==> src/rtl/gol_pkg.sv <==
// Shared board geometry, sequencer state encoding and write-source codes
// for the Conway generation sequencer.
package gol_pkg;

    localparam int unsigned MAX_X = 32;
    localparam int unsigned MAX_Y = 24;
    localparam int unsigned PAT_H = 8;

    typedef enum logic [2:0] {
        ST_IDLE,
        ST_STEP,
        ST_SWAP,
        ST_CLEAR,
        ST_STAMP
    } state_e;

    typedef enum logic [1:0] {
        WR_NEXT = 2'd0,
        WR_ZERO = 2'd1,
        WR_PAT  = 2'd2
    } wr_sel_e;

endpackage

==> src/rtl/wrap_counter.sv <==
// Loadable row counter that wraps at MODULO using compare-and-wrap.
module wrap_counter #(
    parameter int unsigned MODULO = 24,
    parameter int unsigned W      = 5
) (
    input  logic         clk,
    input  logic         rst,
    input  logic         load_i,
    input  logic [W-1:0] load_val_i,
    input  logic         inc_i,
    output logic [W-1:0] cnt_o
);

    logic [W-1:0] cnt_q, cnt_d;

    always_comb begin
        cnt_d = cnt_q;
        if (load_i)
            cnt_d = load_val_i;
        else if (inc_i)
            cnt_d = (cnt_q == W'(MODULO - 1)) ? '0 : cnt_q + W'(1);
    end

    always_ff @(posedge clk or posedge rst) begin
        if (rst) cnt_q <= '0;
        else     cnt_q <= cnt_d;
    end

    assign cnt_o = cnt_q;

endmodule

==> src/rtl/gen_sequencer.sv <==
// Sequences generation step, pattern stamp and board clear over one shared
// cell-RAM port; live buffer is read, shadow written, then swapped.
module gen_sequencer #(
    parameter int unsigned MAX_Y = gol_pkg::MAX_Y,
    parameter int unsigned ROW_W = 5,
    parameter int unsigned PAT_H = gol_pkg::PAT_H,
    parameter int unsigned GEN_W = 16
) (
    input  logic             clk,
    input  logic             rst,
    input  logic             tick,
    input  logic             freeze,
    input  logic             draw_req,
    input  logic             clear_req,
    input  logic [ROW_W-1:0] cursor_y,
    output logic             rd_en,
    output logic [ROW_W-1:0] rd_row,
    output logic             win_shift,
    output logic             wr_en,
    output logic [ROW_W-1:0] wr_row,
    output logic             wr_live,
    output logic [1:0]       wr_sel,
    output logic [2:0]       pat_line,
    output logic             swap,
    output logic             draw_ack,
    output logic             busy,
    output logic [GEN_W-1:0] gen_count,
    output logic             tick_missed
);

    import gol_pkg::*;

    localparam int unsigned PH_W = $clog2(MAX_Y + 5);

    state_e           state_q, state_d;
    logic [PH_W-1:0]  phase_q, phase_d;
    logic [GEN_W-1:0] gen_q, gen_d;
    logic             pend_q, pend_d;
    logic             missed_q, missed_d;
    logic             step_go, last_clear, enter;
    logic [ROW_W-1:0] rd_ld_val, wr_ld_val, rd_cnt, wr_cnt;
    wr_sel_e          sel;

    always_ff @(posedge clk or posedge rst) begin
        if (rst) begin
            state_q  <= ST_IDLE;
            phase_q  <= '0;
            gen_q    <= '0;
            pend_q   <= 1'b0;
            missed_q <= 1'b0;
        end else begin
            state_q  <= state_d;
            phase_q  <= phase_d;
            gen_q    <= gen_d;
            pend_q   <= pend_d;
            missed_q <= missed_d;
        end
    end

    always_comb begin
        state_d = state_q;
        step_go = 1'b0;
        unique case (state_q)
            ST_IDLE: begin
                if (clear_req || pend_q)
                    state_d = ST_CLEAR;
                else if (draw_req)
                    state_d = ST_STAMP;
                else if (tick && !freeze) begin
                    state_d = ST_STEP;
                    step_go = 1'b1;
                end
            end
            ST_STEP:  if (phase_q == PH_W'(MAX_Y + 3)) state_d = ST_SWAP;
            ST_SWAP:  state_d = ST_IDLE;
            ST_CLEAR: if (phase_q == PH_W'(MAX_Y - 1)) state_d = ST_IDLE;
            ST_STAMP: if (phase_q == PH_W'(PAT_H)) state_d = ST_IDLE;
            default:  state_d = ST_IDLE;
        endcase

        phase_d    = (state_d != state_q) ? '0 : phase_q + PH_W'(1);
        last_clear = (state_q == ST_CLEAR) && (state_d == ST_IDLE);

        gen_d = gen_q;
        if (last_clear)
            gen_d = '0;
        else if (state_q == ST_SWAP)
            gen_d = gen_q + GEN_W'(1);

        // A clear arriving in the final clear cycle must still be honoured.
        pend_d = pend_q;
        if (clear_req && state_q != ST_IDLE)
            pend_d = 1'b1;
        else if (last_clear)
            pend_d = 1'b0;

        missed_d = missed_q | (tick & ~freeze & ~step_go);

        enter     = (state_q == ST_IDLE) && (state_d != ST_IDLE);
        rd_ld_val = (state_d == ST_STAMP) ? cursor_y : ROW_W'(MAX_Y - 1);
        wr_ld_val = (state_d == ST_STAMP) ? cursor_y : '0;
    end

    always_comb begin
        rd_en     = 1'b0;
        win_shift = 1'b0;
        wr_en     = 1'b0;
        wr_live   = 1'b0;
        sel       = WR_NEXT;
        pat_line  = '0;
        swap      = 1'b0;
        draw_ack  = 1'b0;
        unique case (state_q)
            ST_STEP: begin
                rd_en     = (phase_q <= PH_W'(MAX_Y + 1));
                win_shift = (phase_q >= PH_W'(1)) && (phase_q <= PH_W'(MAX_Y + 2));
                wr_en     = (phase_q >= PH_W'(4));
            end
            ST_SWAP: swap = 1'b1;
            ST_CLEAR: begin
                wr_en   = 1'b1;
                wr_live = 1'b1;
                sel     = WR_ZERO;
            end
            ST_STAMP: begin
                rd_en    = (phase_q < PH_W'(PAT_H));
                wr_en    = (phase_q != '0);
                draw_ack = (phase_q == PH_W'(PAT_H));
                if (wr_en) begin
                    wr_live  = 1'b1;
                    sel      = WR_PAT;
                    pat_line = 3'(phase_q - PH_W'(1));
                end
            end
            default: ;
        endcase
    end

    wrap_counter #(.MODULO(MAX_Y), .W(ROW_W)) u_rd_cnt (
        .clk        (clk),
        .rst        (rst),
        .load_i     (enter),
        .load_val_i (rd_ld_val),
        .inc_i      (rd_en),
        .cnt_o      (rd_cnt)
    );

    wrap_counter #(.MODULO(MAX_Y), .W(ROW_W)) u_wr_cnt (
        .clk        (clk),
        .rst        (rst),
        .load_i     (enter),
        .load_val_i (wr_ld_val),
        .inc_i      (wr_en),
        .cnt_o      (wr_cnt)
    );

    assign rd_row      = rd_en ? rd_cnt : '0;
    assign wr_row      = wr_en ? wr_cnt : '0;
    assign wr_sel      = sel;
    assign busy        = (state_q != ST_IDLE);
    assign gen_count   = gen_q;
    assign tick_missed = missed_q;

endmodule
==> config.mk <==
export PLATFORM = sky130hd
export DESIGN_NAME = gen_sequencer
export DESIGN_NICKNAME = d
export VERILOG_FILES = /design/src/rtl/gol_pkg.sv /design/src/rtl/wrap_counter.sv /design/src/rtl/gen_sequencer.sv
export SDC_FILE = /design/constraint.sdc
export NUM_CORES = 1
export LEC_CHECK = 0
export BUFFER_PORTS_ARGS = -buffer_cell sky130_fd_sc_hd__clkbuf_2
export CAP_MARGIN = 10
export CELL_PAD_IN_SITES_DETAIL_PLACEMENT = 0
export CELL_PAD_IN_SITES_GLOBAL_PLACEMENT = 1
export CORE_ASPECT_RATIO = 0.5
export CORE_MARGIN = 2
export CORE_UTILIZATION = 44
export CTS_CLUSTER_SIZE = 16
export DETAILED_ROUTE_END_ITERATION = 7
export GPL_TIMING_DRIVEN = 0
export PLACE_DENSITY = 0.91
export SLEW_MARGIN = 20
export SYNTH_ARGS = -nofsm -noshare
export SYNTH_HDL_FRONTEND = slang
export SYNTH_SLANG_ARGS = --single-unit
==> constraint.sdc <==
create_clock -name clk -period 3.4 [get_ports clk]
set_input_delay 0.34 -clock clk [delete_from_list [all_inputs] [get_ports clk]]
set_output_delay 0.34 -clock clk [all_outputs]
set_load 0.03 [all_outputs]
==> metrics.cfg <==
[cells_and_area]
syn_to_final_growth_pct=20.6
layout.nets=330
final_cell_mix=50 x clkbuf_2, 37 x nor2_1, 36 x dfrtp_1
regArea_um2=901
n_fill_cell=487
layout_commonest_cell=clkbuf_2
layout-drive-gt1-share=0.272
multiInputGateArea_um2=1260
fin_util=0.554
design_area_um2=2760
diodes=0

[clock_network]
clkLatencyLatePin_ns=0.29
cts_resized=0
cts_hold_buf=1
cts.sinks=36
clockRootBuffer=clkbuf_8
clock_path_buffers=2
h-tree-depth=2
cts_buffers=5
cts_tree=done
cts.clk_slew.worst_paths_ns=0.08
cts_setup_buffers=0

[critical_path]
cp_max_fo=10
critPathCaptureType=output port
required_ns=3.06
path_cells=buf_2 -> and2b_1 -> o211ai_1 -> a21oi_1 -> buf_2 -> and2_1 -> clkbuf_2
start_kind=flip-flop
cpPeakStageDelay_ns=0.39
cpLargestDelayFamily=buffers and inverters
critical_path_class=reg2out
crit_arrival_ns=2.28
path_buf_inv=3
crit_top_cell=buf_2
slowest_stage=dfrtp_1

[power_and_ir_drop]
power.density_nw_per_um2=815
ir_drop_uv=591
p_leak_nw=1.37
finalPower_w=0.00225

[timing]
maxSlewHeadroom=0.577
period_minus_slack_ns=2.62
final.setup.worst_slack_ns=0.780
maxSlewViolCount=0
finalCritPeriodShare=0.771
rsz0062_at_grt=false
fin_worst_skew_ns=0.00781
worst-slew-pin-transition_ns=0.628
setup_violations=0
timing.fmax_ghz=0.382
setup_tns_ns=0
hold_viol=0

[detailed_routing]
drt_iter0_drc=64
first_pass_iters=4
wl_per_cell_um=12.7
via_per_inst=5.09
totalWireLength_um=4870
detail-route-antenna-nets=0
drc=0
vias=1949

[place]
dp_slack_ns=1.11
placed_cell_area_um2=2640
io_buffers=49
dp_hpwl_um=3650
globalplace.congestion=0.793

[global_route]
grt_pass1_wl_um=8320
antenna_found_initial=0
grt_use_total=0.187
grt_overflow=0
grt_pass1_vias=1828
grt_max_degree=25

[floorplanning]
die-height_um=55.0
core-area_um2=4980
initial_core_util=0.460
die_area_um2=5830
ios=50
die_x_um=106
rows=18

[yosys]
synth_top_area_cell=dfrtp_1
seq_area_frac_synth=0.394
synth.area.top_cells=dfrtp_1 39%, nor2_1 6.1%, xnor2_1 4.2%, ha_1 3.8%, and2_1 3.6%
synthArstFlopShare=1.00
syn-num-nets=272
yosys_warnings=0
ys_types=51
avgSynthCellArea_um2=9.00
synthCells=254
netlist.area_leader.share=0.394
synth_edf_count=0
synth-seq-cells=36
synthesis.area_um2=2290
synthFlopType=dfrtp_1

[job]
maxCapViolations=0

[outcome]
outcome=complete, no violations

[hold_path]
min-delay-path-class=in2reg

[cells by family (layout without fill, tap and decap cells)]
family,count (synthesis),in the layout,share of synthesized area
xor+xnor,20,20,0.0766
fa+ha+maj,7,7,0.0383
simple gates,117,117,0.287
buf+inv,27,86,0.0569
compound gates,43,43,0.130
mux,4,4,0.0181
flops,36,36,0.394
[where the power goes]
part           internal [W]  switching, W  leakage (nW)
Sequential         0.000547      0.000124         0.453
Clock              0.000218      0.000158        0.0552
Combinational      0.000451      0.000749         0.867
[cell type report]
cell class / instances / area share
Buffer: 11 / 0.0254
Clock buffer: 6 / 0.0263
Clock inverter: 2 / 0.0127
Tap cell: 70 / 0.0318
Sequential cell: 36 / 0.327
Multi-Input combinational cell: 191 / 0.456
Inverter: 16 / 0.0218
Timing Repair Buffer: 51 / 0.0998
[per-stage QoR]
stage | std cells | hold slack [ns]
floorplan | 254 | 0.457
CTS | 383 | 0.281
finish | 383 | 0.283
detailed placement | 374 | 0.293
global placement | 373 | 0.449
global route | 383 | 0.291
[final timing paths]
| path | startpoint | end | cells after the start | slack [ns] |
|---|---|---|---|---|
| setup / recovery | state_q[2] | rd_row[1] | 7 | 0.78 |
| min in group asynchronous | rst | gen_count[9] | 3 | 0.53 |
| hold / removal | cursor_y[0] | u_wr_cnt.cnt_o[0] | 3 | 0.28 |
| max in group asynchronous | rst | u_rd_cnt.cnt_o[0] | 4 | 2.44 |
| hold reg to reg | tick_missed | tick_missed | 1 | 0.47 |
| setup reg to reg | phase_q[0] | u_rd_cnt.cnt_o[1] | 8 | 1.26 |
[sequential cells by signal, summed over array words and instances, names as in the netlist]
signal,count
gen_count,16
pend_q,1
phase_q,5
state_q,3
tick_missed,1
u_rd_cnt.cnt_o,5
u_wr_cnt.cnt_o,5
[synthesized netlist by cell type (2+ instances only)]
library cell / number
nor3b_1: 2
o2bb2ai_1: 3
a21o_1: 4
mux2i_1: 3
nor3_1: 4
and3_1: 3
nor2_1: 37
o21ai_0: 7
nand2b_1: 2
nand4_1: 4
dfrtp_1: 36
nand2_1: 20
and2_1: 13
nor2_2: 3
nand3_1: 10
o41ai_1: 2
a21oi_1: 10
o211ai_1: 2
nand3b_1: 2
and2b_1: 2
o22ai_1: 2
xor2_1: 9
buf_2: 7
buf_6: 2
ha_1: 7
inv_1: 16
o21a_1: 4
xnor2_1: 11
nor3_2: 3
a31oi_1: 3
[worst reg2reg max path, stage by stage (launching register included)]
cell and delay (ns):
dfrtp_1 0.46, ha_1 0.30, a31oi_1 0.11, o2bb2ai_1 0.18, a21oi_1 0.12, a31oi_2 0.45, buf_6 0.22, nor2_1 0.06
o2bb2ai_1 0.12
[per-layer routing]
metal | share of wire | vias to the layer above | wire (um) | track usage
met5 | 0 | - | 0 | 0
met1 | 0.48 | 930 | 2340 | 0.235
met3 | 0.040 | 6 | 196 | 0.0504
met4 | 0.014 | 0 | 68 | 0.0768
met2 | 0.46 | 38 | 2260 | 0.318
li1 | - | 975 | - | -
No activity file was read; power rests on OpenSTA's default activity.
